$ cat config.mk
export PLATFORM = sky130hd
export DESIGN_NAME = ex_operand_forward_flat
export DESIGN_NICKNAME = d
export VERILOG_FILES = /design/src/rtl/ex_operand_forward_if.sv /design/src/rtl/ex_operand_forward.sv /design/src/flat_wrapper.sv
export SDC_FILE = /design/constraint.sdc
export NUM_CORES = 1
export LEC_CHECK = 0
export BUFFER_PORTS_ARGS = -buffer_cell sky130_fd_sc_hd__buf_2
export CORE_MARGIN = 2
export CORE_UTILIZATION = 35
export CTS_BUF_LIST = sky130_fd_sc_hd__clkbuf_16
export DETAILED_ROUTE_END_ITERATION = 10
export GPL_TIMING_DRIVEN = 0
export SYNTH_ARGS = -nofsm -noshare
export SYNTH_HDL_FRONTEND = slang
export SYNTH_SLANG_ARGS = --single-unit
$ cat constraint.sdc
create_clock -name clk -period 6.85 [get_ports clk]
set_input_delay 0.3425 -clock clk [delete_from_list [all_inputs] [get_ports clk]]
set_output_delay 0.3425 -clock clk [all_outputs]
set_load 0.05 [all_outputs]
$ cat src/rtl/ex_operand_forward_if.sv
`default_nettype none
// ============================================================================
// Module   : ex_operand_forward_if
// Brief    : ID/EX operand-stage bus: ID fields, MEM/WB producers, EX outputs.
// Revision : 1.0
// ============================================================================
interface ex_operand_forward_if #(
    parameter int XLEN = 32,
    parameter int RA_W = 5
);
    logic            id_valid;
    logic [RA_W-1:0] id_rs1;
    logic [RA_W-1:0] id_rs2;
    logic [RA_W-1:0] id_rd;
    logic [XLEN-1:0] id_rs1_data;
    logic [XLEN-1:0] id_rs2_data;
    logic [XLEN-1:0] id_imm;
    logic            id_alu_src;
    logic            id_reg_write;
    logic            id_is_load;
    logic            mem_reg_write;
    logic [RA_W-1:0] mem_rd;
    logic [XLEN-1:0] mem_rd_data;
    logic            wb_reg_write;
    logic [RA_W-1:0] wb_rd;
    logic [XLEN-1:0] wb_data;
    logic            ex_hold;
    logic            flush;
    logic            ex_valid;
    logic [RA_W-1:0] ex_rd;
    logic            ex_reg_write;
    logic [XLEN-1:0] ex_alu_in1;
    logic [XLEN-1:0] ex_alu_in2;
    logic [XLEN-1:0] ex_store_data;
    logic [1:0]      ex_fwd_a;
    logic [1:0]      ex_fwd_b;
    logic            load_use_stall;

    modport master (
        output id_valid, id_rs1, id_rs2, id_rd, id_rs1_data, id_rs2_data, id_imm,
               id_alu_src, id_reg_write, id_is_load,
               mem_reg_write, mem_rd, mem_rd_data, wb_reg_write, wb_rd, wb_data,
               ex_hold, flush,
        input  ex_valid, ex_rd, ex_reg_write, ex_alu_in1, ex_alu_in2, ex_store_data,
               ex_fwd_a, ex_fwd_b, load_use_stall
    );

    modport slave (
        input  id_valid, id_rs1, id_rs2, id_rd, id_rs1_data, id_rs2_data, id_imm,
               id_alu_src, id_reg_write, id_is_load,
               mem_reg_write, mem_rd, mem_rd_data, wb_reg_write, wb_rd, wb_data,
               ex_hold, flush,
        output ex_valid, ex_rd, ex_reg_write, ex_alu_in1, ex_alu_in2, ex_store_data,
               ex_fwd_a, ex_fwd_b, load_use_stall
    );
endinterface
`default_nettype wire

$ cat src/rtl/ex_operand_forward.sv
`default_nettype none
// ============================================================================
// Module   : ex_operand_forward
// Brief    : EX operand registers with MEM/WB forwarding, hold-capture and
//            load-use bubble insertion.
// Revision : 1.0
// ============================================================================
module ex_operand_forward #(
    parameter int XLEN       = 32,
    parameter int RA_W       = 5,
    parameter int FWD_MEM_EN = 1,
    parameter int FWD_WB_EN  = 1
) (
    input logic                 clk,
    input logic                 rst_n,
    ex_operand_forward_if.slave bus
);
    localparam logic [1:0] c_sel_reg = 2'b00;
    localparam logic [1:0] c_sel_wb  = 2'b01;
    localparam logic [1:0] c_sel_mem = 2'b10;

    logic            r_valid;
    logic            r_reg_write;
    logic            r_is_load;
    logic            r_alu_src;
    logic [RA_W-1:0] r_rs1;
    logic [RA_W-1:0] r_rs2;
    logic [RA_W-1:0] r_rd;
    logic [XLEN-1:0] r_op1;
    logic [XLEN-1:0] r_op2;
    logic [XLEN-1:0] r_imm;

    logic            w_mem_ok;
    logic            w_wb_ok;
    logic [1:0]      w_fwd_a;
    logic [1:0]      w_fwd_b;
    logic [XLEN-1:0] w_val_a;
    logic [XLEN-1:0] w_val_b;
    logic            w_load_use;

    // A producer writing x0 is never a forwarding source.
    generate
        if (FWD_MEM_EN != 0) begin : g_mem_on
            assign w_mem_ok = bus.mem_reg_write & (bus.mem_rd != '0);
        end else begin : g_mem_off
            assign w_mem_ok = 1'b0;
        end
        if (FWD_WB_EN != 0) begin : g_wb_on
            assign w_wb_ok = bus.wb_reg_write & (bus.wb_rd != '0);
        end else begin : g_wb_off
            assign w_wb_ok = 1'b0;
        end
    endgenerate

    function automatic logic [1:0] f_select(
        input logic            valid,
        input logic [RA_W-1:0] src,
        input logic            mem_ok,
        input logic [RA_W-1:0] mem_rd,
        input logic            wb_ok,
        input logic [RA_W-1:0] wb_rd
    );
        if (!valid)                         return c_sel_reg;
        else if (mem_ok && (mem_rd == src)) return c_sel_mem;
        else if (wb_ok && (wb_rd == src))   return c_sel_wb;
        else                                return c_sel_reg;
    endfunction

    function automatic logic [XLEN-1:0] f_mux(
        input logic [1:0]      sel,
        input logic [XLEN-1:0] reg_val,
        input logic [XLEN-1:0] mem_val,
        input logic [XLEN-1:0] wb_val
    );
        case (sel)
            c_sel_mem: return mem_val;
            c_sel_wb:  return wb_val;
            default:   return reg_val;
        endcase
    endfunction

    assign w_fwd_a = f_select(r_valid, r_rs1, w_mem_ok, bus.mem_rd, w_wb_ok, bus.wb_rd);
    assign w_fwd_b = f_select(r_valid, r_rs2, w_mem_ok, bus.mem_rd, w_wb_ok, bus.wb_rd);
    assign w_val_a = f_mux(w_fwd_a, r_op1, bus.mem_rd_data, bus.wb_data);
    assign w_val_b = f_mux(w_fwd_b, r_op2, bus.mem_rd_data, bus.wb_data);

    // Conservative: any source match stalls, even if that source is unused.
    assign w_load_use = r_valid & r_is_load & r_reg_write & (r_rd != '0) & bus.id_valid &
                        ((bus.id_rs1 == r_rd) | (bus.id_rs2 == r_rd));

    always_ff @(posedge clk or negedge rst_n) begin
        if (!rst_n) begin
            r_valid     <= 1'b0;
            r_reg_write <= 1'b0;
            r_is_load   <= 1'b0;
            r_alu_src   <= 1'b0;
            r_rs1       <= '0;
            r_rs2       <= '0;
            r_rd        <= '0;
            r_op1       <= '0;
            r_op2       <= '0;
            r_imm       <= '0;
        end else if (bus.ex_hold) begin
            // Producers retire during a hold; latch what they forward so it survives.
            if (w_fwd_a != c_sel_reg) r_op1 <= w_val_a;
            if (w_fwd_b != c_sel_reg) r_op2 <= w_val_b;
        end else if (bus.flush || w_load_use) begin
            r_valid <= 1'b0;
        end else begin
            r_valid     <= bus.id_valid;
            r_reg_write <= bus.id_reg_write;
            r_is_load   <= bus.id_is_load;
            r_alu_src   <= bus.id_alu_src;
            r_rs1       <= bus.id_rs1;
            r_rs2       <= bus.id_rs2;
            r_rd        <= bus.id_rd;
            r_op1       <= bus.id_rs1_data;
            r_op2       <= bus.id_rs2_data;
            r_imm       <= bus.id_imm;
        end
    end

    assign bus.ex_valid       = r_valid;
    assign bus.ex_rd          = r_rd;
    assign bus.ex_reg_write   = r_valid & r_reg_write;
    assign bus.ex_fwd_a       = w_fwd_a;
    assign bus.ex_fwd_b       = w_fwd_b;
    assign bus.ex_alu_in1     = w_val_a;
    assign bus.ex_store_data  = w_val_b;
    assign bus.ex_alu_in2     = r_alu_src ? r_imm : w_val_b;
    assign bus.load_use_stall = w_load_use;
endmodule
`default_nettype wire

$ cat src/flat_wrapper.sv
// flat-port wrapper written by rule: the top's interface ports become plain ports
module ex_operand_forward_flat 
#(
    parameter int XLEN       = 32,
    parameter int RA_W       = 5,
    parameter int FWD_MEM_EN = 1,
    parameter int FWD_WB_EN  = 1
)
  (clk, rst_n, bus_id_valid, bus_id_rs1, bus_id_rs2, bus_id_rd, bus_id_rs1_data, bus_id_rs2_data, bus_id_imm, bus_id_alu_src, bus_id_reg_write, bus_id_is_load, bus_mem_reg_write, bus_mem_rd, bus_mem_rd_data, bus_wb_reg_write, bus_wb_rd, bus_wb_data, bus_ex_hold, bus_flush, bus_ex_valid, bus_ex_rd, bus_ex_reg_write, bus_ex_alu_in1, bus_ex_alu_in2, bus_ex_store_data, bus_ex_fwd_a, bus_ex_fwd_b, bus_load_use_stall);
  ex_operand_forward_if #(.XLEN(XLEN), .RA_W(RA_W)) bus_i ();
  input logic clk;
  input logic rst_n;
  input wire logic [$bits(bus_i.id_valid)-1:0] bus_id_valid;
  input wire logic [$bits(bus_i.id_rs1)-1:0] bus_id_rs1;
  input wire logic [$bits(bus_i.id_rs2)-1:0] bus_id_rs2;
  input wire logic [$bits(bus_i.id_rd)-1:0] bus_id_rd;
  input wire logic [$bits(bus_i.id_rs1_data)-1:0] bus_id_rs1_data;
  input wire logic [$bits(bus_i.id_rs2_data)-1:0] bus_id_rs2_data;
  input wire logic [$bits(bus_i.id_imm)-1:0] bus_id_imm;
  input wire logic [$bits(bus_i.id_alu_src)-1:0] bus_id_alu_src;
  input wire logic [$bits(bus_i.id_reg_write)-1:0] bus_id_reg_write;
  input wire logic [$bits(bus_i.id_is_load)-1:0] bus_id_is_load;
  input wire logic [$bits(bus_i.mem_reg_write)-1:0] bus_mem_reg_write;
  input wire logic [$bits(bus_i.mem_rd)-1:0] bus_mem_rd;
  input wire logic [$bits(bus_i.mem_rd_data)-1:0] bus_mem_rd_data;
  input wire logic [$bits(bus_i.wb_reg_write)-1:0] bus_wb_reg_write;
  input wire logic [$bits(bus_i.wb_rd)-1:0] bus_wb_rd;
  input wire logic [$bits(bus_i.wb_data)-1:0] bus_wb_data;
  input wire logic [$bits(bus_i.ex_hold)-1:0] bus_ex_hold;
  input wire logic [$bits(bus_i.flush)-1:0] bus_flush;
  output wire logic [$bits(bus_i.ex_valid)-1:0] bus_ex_valid;
  output wire logic [$bits(bus_i.ex_rd)-1:0] bus_ex_rd;
  output wire logic [$bits(bus_i.ex_reg_write)-1:0] bus_ex_reg_write;
  output wire logic [$bits(bus_i.ex_alu_in1)-1:0] bus_ex_alu_in1;
  output wire logic [$bits(bus_i.ex_alu_in2)-1:0] bus_ex_alu_in2;
  output wire logic [$bits(bus_i.ex_store_data)-1:0] bus_ex_store_data;
  output wire logic [$bits(bus_i.ex_fwd_a)-1:0] bus_ex_fwd_a;
  output wire logic [$bits(bus_i.ex_fwd_b)-1:0] bus_ex_fwd_b;
  output wire logic [$bits(bus_i.load_use_stall)-1:0] bus_load_use_stall;
  assign bus_i.id_valid = bus_id_valid;
  assign bus_i.id_rs1 = bus_id_rs1;
  assign bus_i.id_rs2 = bus_id_rs2;
  assign bus_i.id_rd = bus_id_rd;
  assign bus_i.id_rs1_data = bus_id_rs1_data;
  assign bus_i.id_rs2_data = bus_id_rs2_data;
  assign bus_i.id_imm = bus_id_imm;
  assign bus_i.id_alu_src = bus_id_alu_src;
  assign bus_i.id_reg_write = bus_id_reg_write;
  assign bus_i.id_is_load = bus_id_is_load;
  assign bus_i.mem_reg_write = bus_mem_reg_write;
  assign bus_i.mem_rd = bus_mem_rd;
  assign bus_i.mem_rd_data = bus_mem_rd_data;
  assign bus_i.wb_reg_write = bus_wb_reg_write;
  assign bus_i.wb_rd = bus_wb_rd;
  assign bus_i.wb_data = bus_wb_data;
  assign bus_i.ex_hold = bus_ex_hold;
  assign bus_i.flush = bus_flush;
  assign bus_ex_valid = bus_i.ex_valid;
  assign bus_ex_rd = bus_i.ex_rd;
  assign bus_ex_reg_write = bus_i.ex_reg_write;
  assign bus_ex_alu_in1 = bus_i.ex_alu_in1;
  assign bus_ex_alu_in2 = bus_i.ex_alu_in2;
  assign bus_ex_store_data = bus_i.ex_store_data;
  assign bus_ex_fwd_a = bus_i.ex_fwd_a;
  assign bus_ex_fwd_b = bus_i.ex_fwd_b;
  assign bus_load_use_stall = bus_i.load_use_stall;
  ex_operand_forward #(.XLEN(XLEN), .RA_W(RA_W), .FWD_MEM_EN(FWD_MEM_EN), .FWD_WB_EN(FWD_WB_EN)) u_core (.clk(clk), .rst_n(rst_n), .bus(bus_i));
endmodule
# ---- Word level (Yosys, flattened, before mapping)
# Cells that the tools add are included.
dict set report op_classes {
  add_sub_neg 0
  n_mux 16
  bitwise 11
  div 0
  reduce_logical 13
  n_mul 0
  shift 0
  eq_ne 13
  order_cmp 0
}
# operator n
set op_table {}
lappend op_table {{32-bit 2-to-1 mux} 7}
lappend op_table {{32-bit one-hot mux with 2 select lines} 2}
lappend op_table {{5-bit == test} 6}
lappend op_table {{5-bit nonzero test} 3}
lappend op_table {{1-bit AND} 8}
lappend op_table {{2-bit 2-to-1 mux} 4}
lappend op_table {{2-bit AND reduction} 3}
lappend op_table {{2-bit by 1-bit == test with 1-bit output (second input constant)} 2}
lappend op_table {{2-bit == test (second input constant)} 2}
lappend op_table {{1-bit logical AND} 4}
lappend op_table {{2-bit by 1-bit inequality test with 1-bit output (second input constant)} 2}
lappend op_table {{2-bit nonzero test} 2}
lappend op_table {{1-bit 2-to-1 mux} 3}
lappend op_table {{2-bit inequality test (second input constant)} 1}
lappend op_table {{1-bit NOT} 2}
lappend op_table {{1-bit logical OR} 1}
lappend op_table {{1-bit OR} 1}
dict set report word_totals {
  mem_bits_ro 0
  ram_bits 0
  out_inout_bits 108
  register_bits 115
  latchBits 0
  n_memories 0
  inputBits 195
}

# ---- Depth between registers and ports, before layout
dict set report logic_depth {
  ltp_word 10
  depth_mapped 12
  depth_no_buf 11
}

# ---- Worst setup path before layout
# Ideal clock, no wire load.
dict set report synth_path {
  kind {input to output}
  startpoint {in bus_mem_rd[0]}
  endpoint {out bus_ex_alu_in2[8]}
  cell_stages 10
  t_arrival_ns 4.126
  slack_ns 2.382
  path_buffers 1
  required_time_ns 6.508
  cell_sequence {or4_1 o21ai_0 nor4_1 or4_1 inv_1 ha_1 clkbuf_1 a22oi_1 a21oi_1 mux2_2}
}
dict set report synth_via {
  elab_chain_cells 8
  elab_cells_between_ends 10
}
# element line_no
set synth_rtl {}
lappend synth_rtl {{start: declaration} flat_wrapper.sv:24} ;# input wire logic [$bits(bus_i.mem_rd)-1:0] bus_mem_rd;
lappend synth_rtl {{5-bit nonzero test} ex_operand_forward.sv:44} ;# assign w_mem_ok = bus.mem_reg_write & (bus.mem_rd != '0);
lappend synth_rtl {{1-bit AND} ex_operand_forward.sv:44}
lappend synth_rtl {{1-bit logical AND *} ex_operand_forward.sv:64} ;# else if (mem_ok && (mem_rd == src)) return c_sel_mem;
lappend synth_rtl {{2-bit 2-to-1 mux *} ex_operand_forward.sv:64}
lappend synth_rtl {{2-bit 2-to-1 mux *} ex_operand_forward.sv:63} ;# if (!valid) return c_sel_reg;
lappend synth_rtl {{net bus_ex_fwd_b[0]} flat_wrapper.sv:38} ;# output wire logic [$bits(bus_i.ex_fwd_b)-1:0] bus_ex_fwd_b;
lappend synth_rtl {{2-bit by 1-bit == test with 1-bit output or 2-bit == test (tied branches)} ex_operand_forward.sv:75} ;# case (sel)
lappend synth_rtl {{32-bit one-hot mux with 2 select lines *} ex_operand_forward.sv:75}
lappend synth_rtl {{net bus_ex_store_data[8]} flat_wrapper.sv:36} ;# output wire logic [$bits(bus_i.ex_store_data)-1:0] bus_ex_store_data;
lappend synth_rtl {{32-bit 2-to-1 mux *} ex_operand_forward.sv:130} ;# assign bus.ex_alu_in2 = r_alu_src ? r_imm : w_val_b;
lappend synth_rtl {{end: declaration} flat_wrapper.sv:35} ;# output wire logic [$bits(bus_i.ex_alu_in2)-1:0] bus_ex_alu_in2;
# Mark *: on every way through the listed nets, which the timed path passes. The rest lies on a longest branch.

# ---- Worst setup path in the final report
dict set report layout_path {
  startpoint {in bus_mem_rd[0]}
  endpoint {out bus_ex_alu_in2[0]}
}
dict set report layout_via {
  elab_chain_cells 8
  elab_cells_between_ends 10
}
# element line_no
set layout_rtl {}
lappend layout_rtl {{5-bit nonzero test} ex_operand_forward.sv:44}
lappend layout_rtl {{1-bit AND} ex_operand_forward.sv:44}
lappend layout_rtl {{1-bit logical AND *} ex_operand_forward.sv:64}
lappend layout_rtl {{2-bit 2-to-1 mux *} ex_operand_forward.sv:64}
lappend layout_rtl {{2-bit 2-to-1 mux *} ex_operand_forward.sv:63}
lappend layout_rtl {{2-bit by 1-bit == test with 1-bit output or 2-bit == test (tied branches)} ex_operand_forward.sv:75}
lappend layout_rtl {{32-bit one-hot mux with 2 select lines *} ex_operand_forward.sv:75}
lappend layout_rtl {{32-bit 2-to-1 mux *} ex_operand_forward.sv:130}
# Mark *: on every way between the ends. The rest lies on a longest branch, timed or not.

==> metrics.md <==
| Metric | Value |
|---|---|
| First-pass GRT wire length | about 54,000 um |
| Distinct cells, synth | 37 |
| Worst-Skew Late Latency | 0.42 ns |
| Final setup violation count | 0 |
| Crit-path slowest cell | or4_1 |
| Post-synth EDFFs | 0 |
| Vias/cell | 5.668 |
| Row count | 56 |
| Drt drc | 0 |
| Length of the first detailed-routing pass in iterations | 5 |
| HPWL Detailed | 26,740 um |
| Top Ports | a little over 300 |
| Peak supply drop | 0.1533 mV |
| Final Cycle Share | 0.6671 |
| Flop pwr share | 0.295 |
| Arr. time, crit path | 4.23 ns |
| DIE AREA | roughly 25,000 um2 |
| Most frequent cells in the layout | buf_2, dfrtp_1, inv_1 |
| GRT Overall Usage | 0.2705 |
| H-tree depth | 4 |
| Die Span X | 159.3 um |
| P_sw | 1231 uW |
| Nets | around 1,500 |
| Internal cell power | 1667 uW |
| Clock sinks | 115 |
| Finished Cell Area | between 10,000 and 15,000 um2 |
| Worst EP required | 6.51 ns |
| Ys async rst share | 1.000 |
| PostCTS Resize Cnt | 0 |
| Post-DP Area | roughly 10,000 um2 |
| WL final | 34,780 um |
| Post-CTS Setup Bufs | 0 |
| CP Launch Type | input port |
| Filler Cell Count | 2,403 |
| Slew HR | 0.4168 |
| Core area | 23,610 um2 |
| Mapped Avg Cell Area | 8.566 um2 |
| CP Class | input port to output port |
| DR iter-0 viols | between 700 and 800 |
| Flops & latches, synth | 115 |
| CP max stage delay | 0.63 ns |
| Initial antenna violation count | 3 |
| Num CTS Buffers | 17 |
| TNS Setup | 0 ns |
| TritonCTS clock tree | built |
| Worst Hold Margin | 0.1414 ns |
| Layout Cells excl Fill | 1,644 |
| Global route total overflow | 0 |
| DIE HEIGHT | about 160 um |
| Vias in the first global route | 9,313 |
| ANT nets after route | 0 |
| Max-slew violation count | 0 |
| GPL Wtd Cong | 0.9261 |
| Clk_skew | ~0.0072 ns |
| Static Leakage | roughly 0.005 uW |
| Hold-fix buffer count after cts | 1 |
| Initial Util | 0.3577 |
| Clk pwr share | 0.311 |
| Vias | between 9,000 and 10,000 |
| Cell Pwr Density | 263.6 nW/um2 |
| DP Cell Count | 1,607 |
| RSZ-0062 raised after global routing | false |
| Final worst slack | 2.280 ns |
| Commonest non-fill, non-tap cell in the layout | buf_2 |
| Final Hold Vio Count | 0 |
| Largest net degree at the start of global routing | 76 |
| Syn nets | 1,187 |
| Worst setup EP type | output port |
| Min-delay worst type | input port to flip-flop |
| Wire per inst | between 20 and 25 um |
| Comb power frac | 0.394 |
| Dpl ws | 2.268 ns |
| Max frequency | around 220 MHz |
| Outcome | complete, no violations |
| Clock slew at reported path FFs | ~0.060 ns |
| Main synth FF type | dfrtp_1 |
| Max clock buf depth | 2 |
| Layout area overhead | 30.13% |
| Period minus WS final | 4.570 ns |
| Max_cap viols | 0 |
| Fraction of layout cells with a size suffix above 1 | 0.3225 |
| PortBufs | 301 |
| Mapped Area | 8446 um2 |
| YS warnings | 0 |
| Seq/Total Area, Yosys | 0.3407 |
| Sw frac | 0.4248 |
| Worst-margin pin slew | 0.8747 ns |
| Syn Inst Count | ~990 |
| CP cell instances | buf_2 -> or4_1 -> o21ai_0 -> nor4_1 -> or4_1 -> ha_1 -> clkbuf_1 -> clkbuf_1 -> nor2_1 -> a21oi_1 -> mux2_2 -> buf_2 |
| Clock Tree Root | clkbuf_16 |
| Crit-path max FO | 10 |
==> critical path, delay by kind of cell <==
family,cells,cell delay [ns]
buffers and inverters,4,1.20
AO/OA/AOI/OAI,2,0.67
adder cells (fa/ha/maj),1,0.32
multiplexers,1,0.24
AND/OR/NAND/NOR,4,1.45
==> registers in the layout, summed over array words and instances (netlist names) <==
| name | cells |
|---|---|
| u_core.bus.ex_rd | 5 |
| u_core.r_is_load | 1 |
| u_core.r_imm | 32 |
| u_core.r_reg_write | 1 |
| u_core.r_rs1 | 5 |
| u_core.r_op1 | 32 |
| u_core.r_op2 | 32 |
| u_core.bus.ex_valid | 1 |
| u_core.r_rs2 | 5 |
| u_core.r_alu_src | 1 |
==> routing by layer <==
metal / global-route usage / vias up / wire, um
met1: 0.3639 / 4491 / 14940
met4: 0.1112 / 0 / 1262
met3: 0.05809 / 56 / 2759
met5: 0 / - / 0
met2: 0.4227 / 491 / 15810
li1: - / 4280 / -
==> final timing paths <==
check	start	to	slack, ns	cells after the start
worst max-delay path	bus_mem_rd[0]	bus_ex_alu_in2[0]	2.28	12
max in group asynchronous	rst_n	u_core.r_op1[0]$_DFFE_PN0P_	5.71	3
worst min-delay path	bus_id_rd[3]	u_core.bus.ex_rd[3]$_DFFE_PN0P_	0.14	2
worst min register to register	u_core.r_imm[25]$_DFFE_PN0P_	u_core.r_imm[25]$_DFFE_PN0P_	0.48	1
min in group asynchronous	rst_n	u_core.bus.ex_rd[2]$_DFFE_PN0P_	0.39	2
worst max register to register	u_core.r_rs2[1]$_DFFE_PN0P_	u_core.r_op2[0]$_DFFE_PN0P_	3.22	12
==> power by group through the flow <==
stage	clock network [uW]	logic, uW	registers (uW)
floorplan	0	814	864
global placement	0	1130	862
detailed placement	0	1140	866
CTS	915	1140	855
global route	949	1210	870
finish	901	1140	856
==> cells in the mapped netlist, types with 2 or more instances <==
cell,count,share of area
dfrtp_1,115,0.34
inv_1,101,0.045
clkbuf_1,82,0.036
mux2_2,75,0.10
nor2_1,66,0.029
a21oi_1,64,0.038
a22oi_1,64,0.057
and3_1,64,0.047
a211oi_1,62,0.055
o31ai_1,62,0.055
nor4_1,33,0.024
nor4b_1,33,0.034
nor3_1,31,0.018
nor3b_1,31,0.028
xnor2_1,26,0.027
buf_2,11,0.0065
nand2_1,9,0.0040
nand3_1,8,0.0047
mux2_1,7,0.0093
buf_1,6,0.0027
ha_1,6,0.0089
buf_4,5,0.0044
or4_1,5,0.0044
xor2_1,4,0.0041
nand4_1,3,0.0022
and2_1,2,0.0015
==> cell type report <==
type,instances,area (um2),share of cell area
multi-input combinational,665,4755,0.4326
buffer,105,434.2,0.03950
timing repair buffer,303,1550,0.1411
sequential,115,2878,0.2618
clock buffer,17,425.4,0.03871
inverter,101,379.1,0.03449
tap,319,399.1,0.03632
clock inverter,15,160.2,0.01457
antenna,4,10.01,0.0009108
==> kinds of logic (layout without fill, tap and decap cells) <==
group	count (synthesis)	count (layout)	synth area share
AND/OR/NAND/NOR	285	285	0.1982
other	0	4	0
XOR/XNOR	30	30	0.03111
multiplexers	82	82	0.1093
AO/OA/AOI/OAI	262	262	0.2154
adder cells (fa/ha/maj)	6	6	0.008889
flip-flops	115	115	0.3407
buffers and inverters	206	541	0.09630
==> metrics by stage <==
step,total power [uW],utilization
2_1_floorplan,1678,-
3_3_place_gp,1993,0.4384
3_5_place_dp,2004,0.4398
4_1_cts,2913,0.4650
5_1_grt,3033,0.4652
6_report,2898,0.4655
No activity file was read; power rests on OpenSTA's default activity.
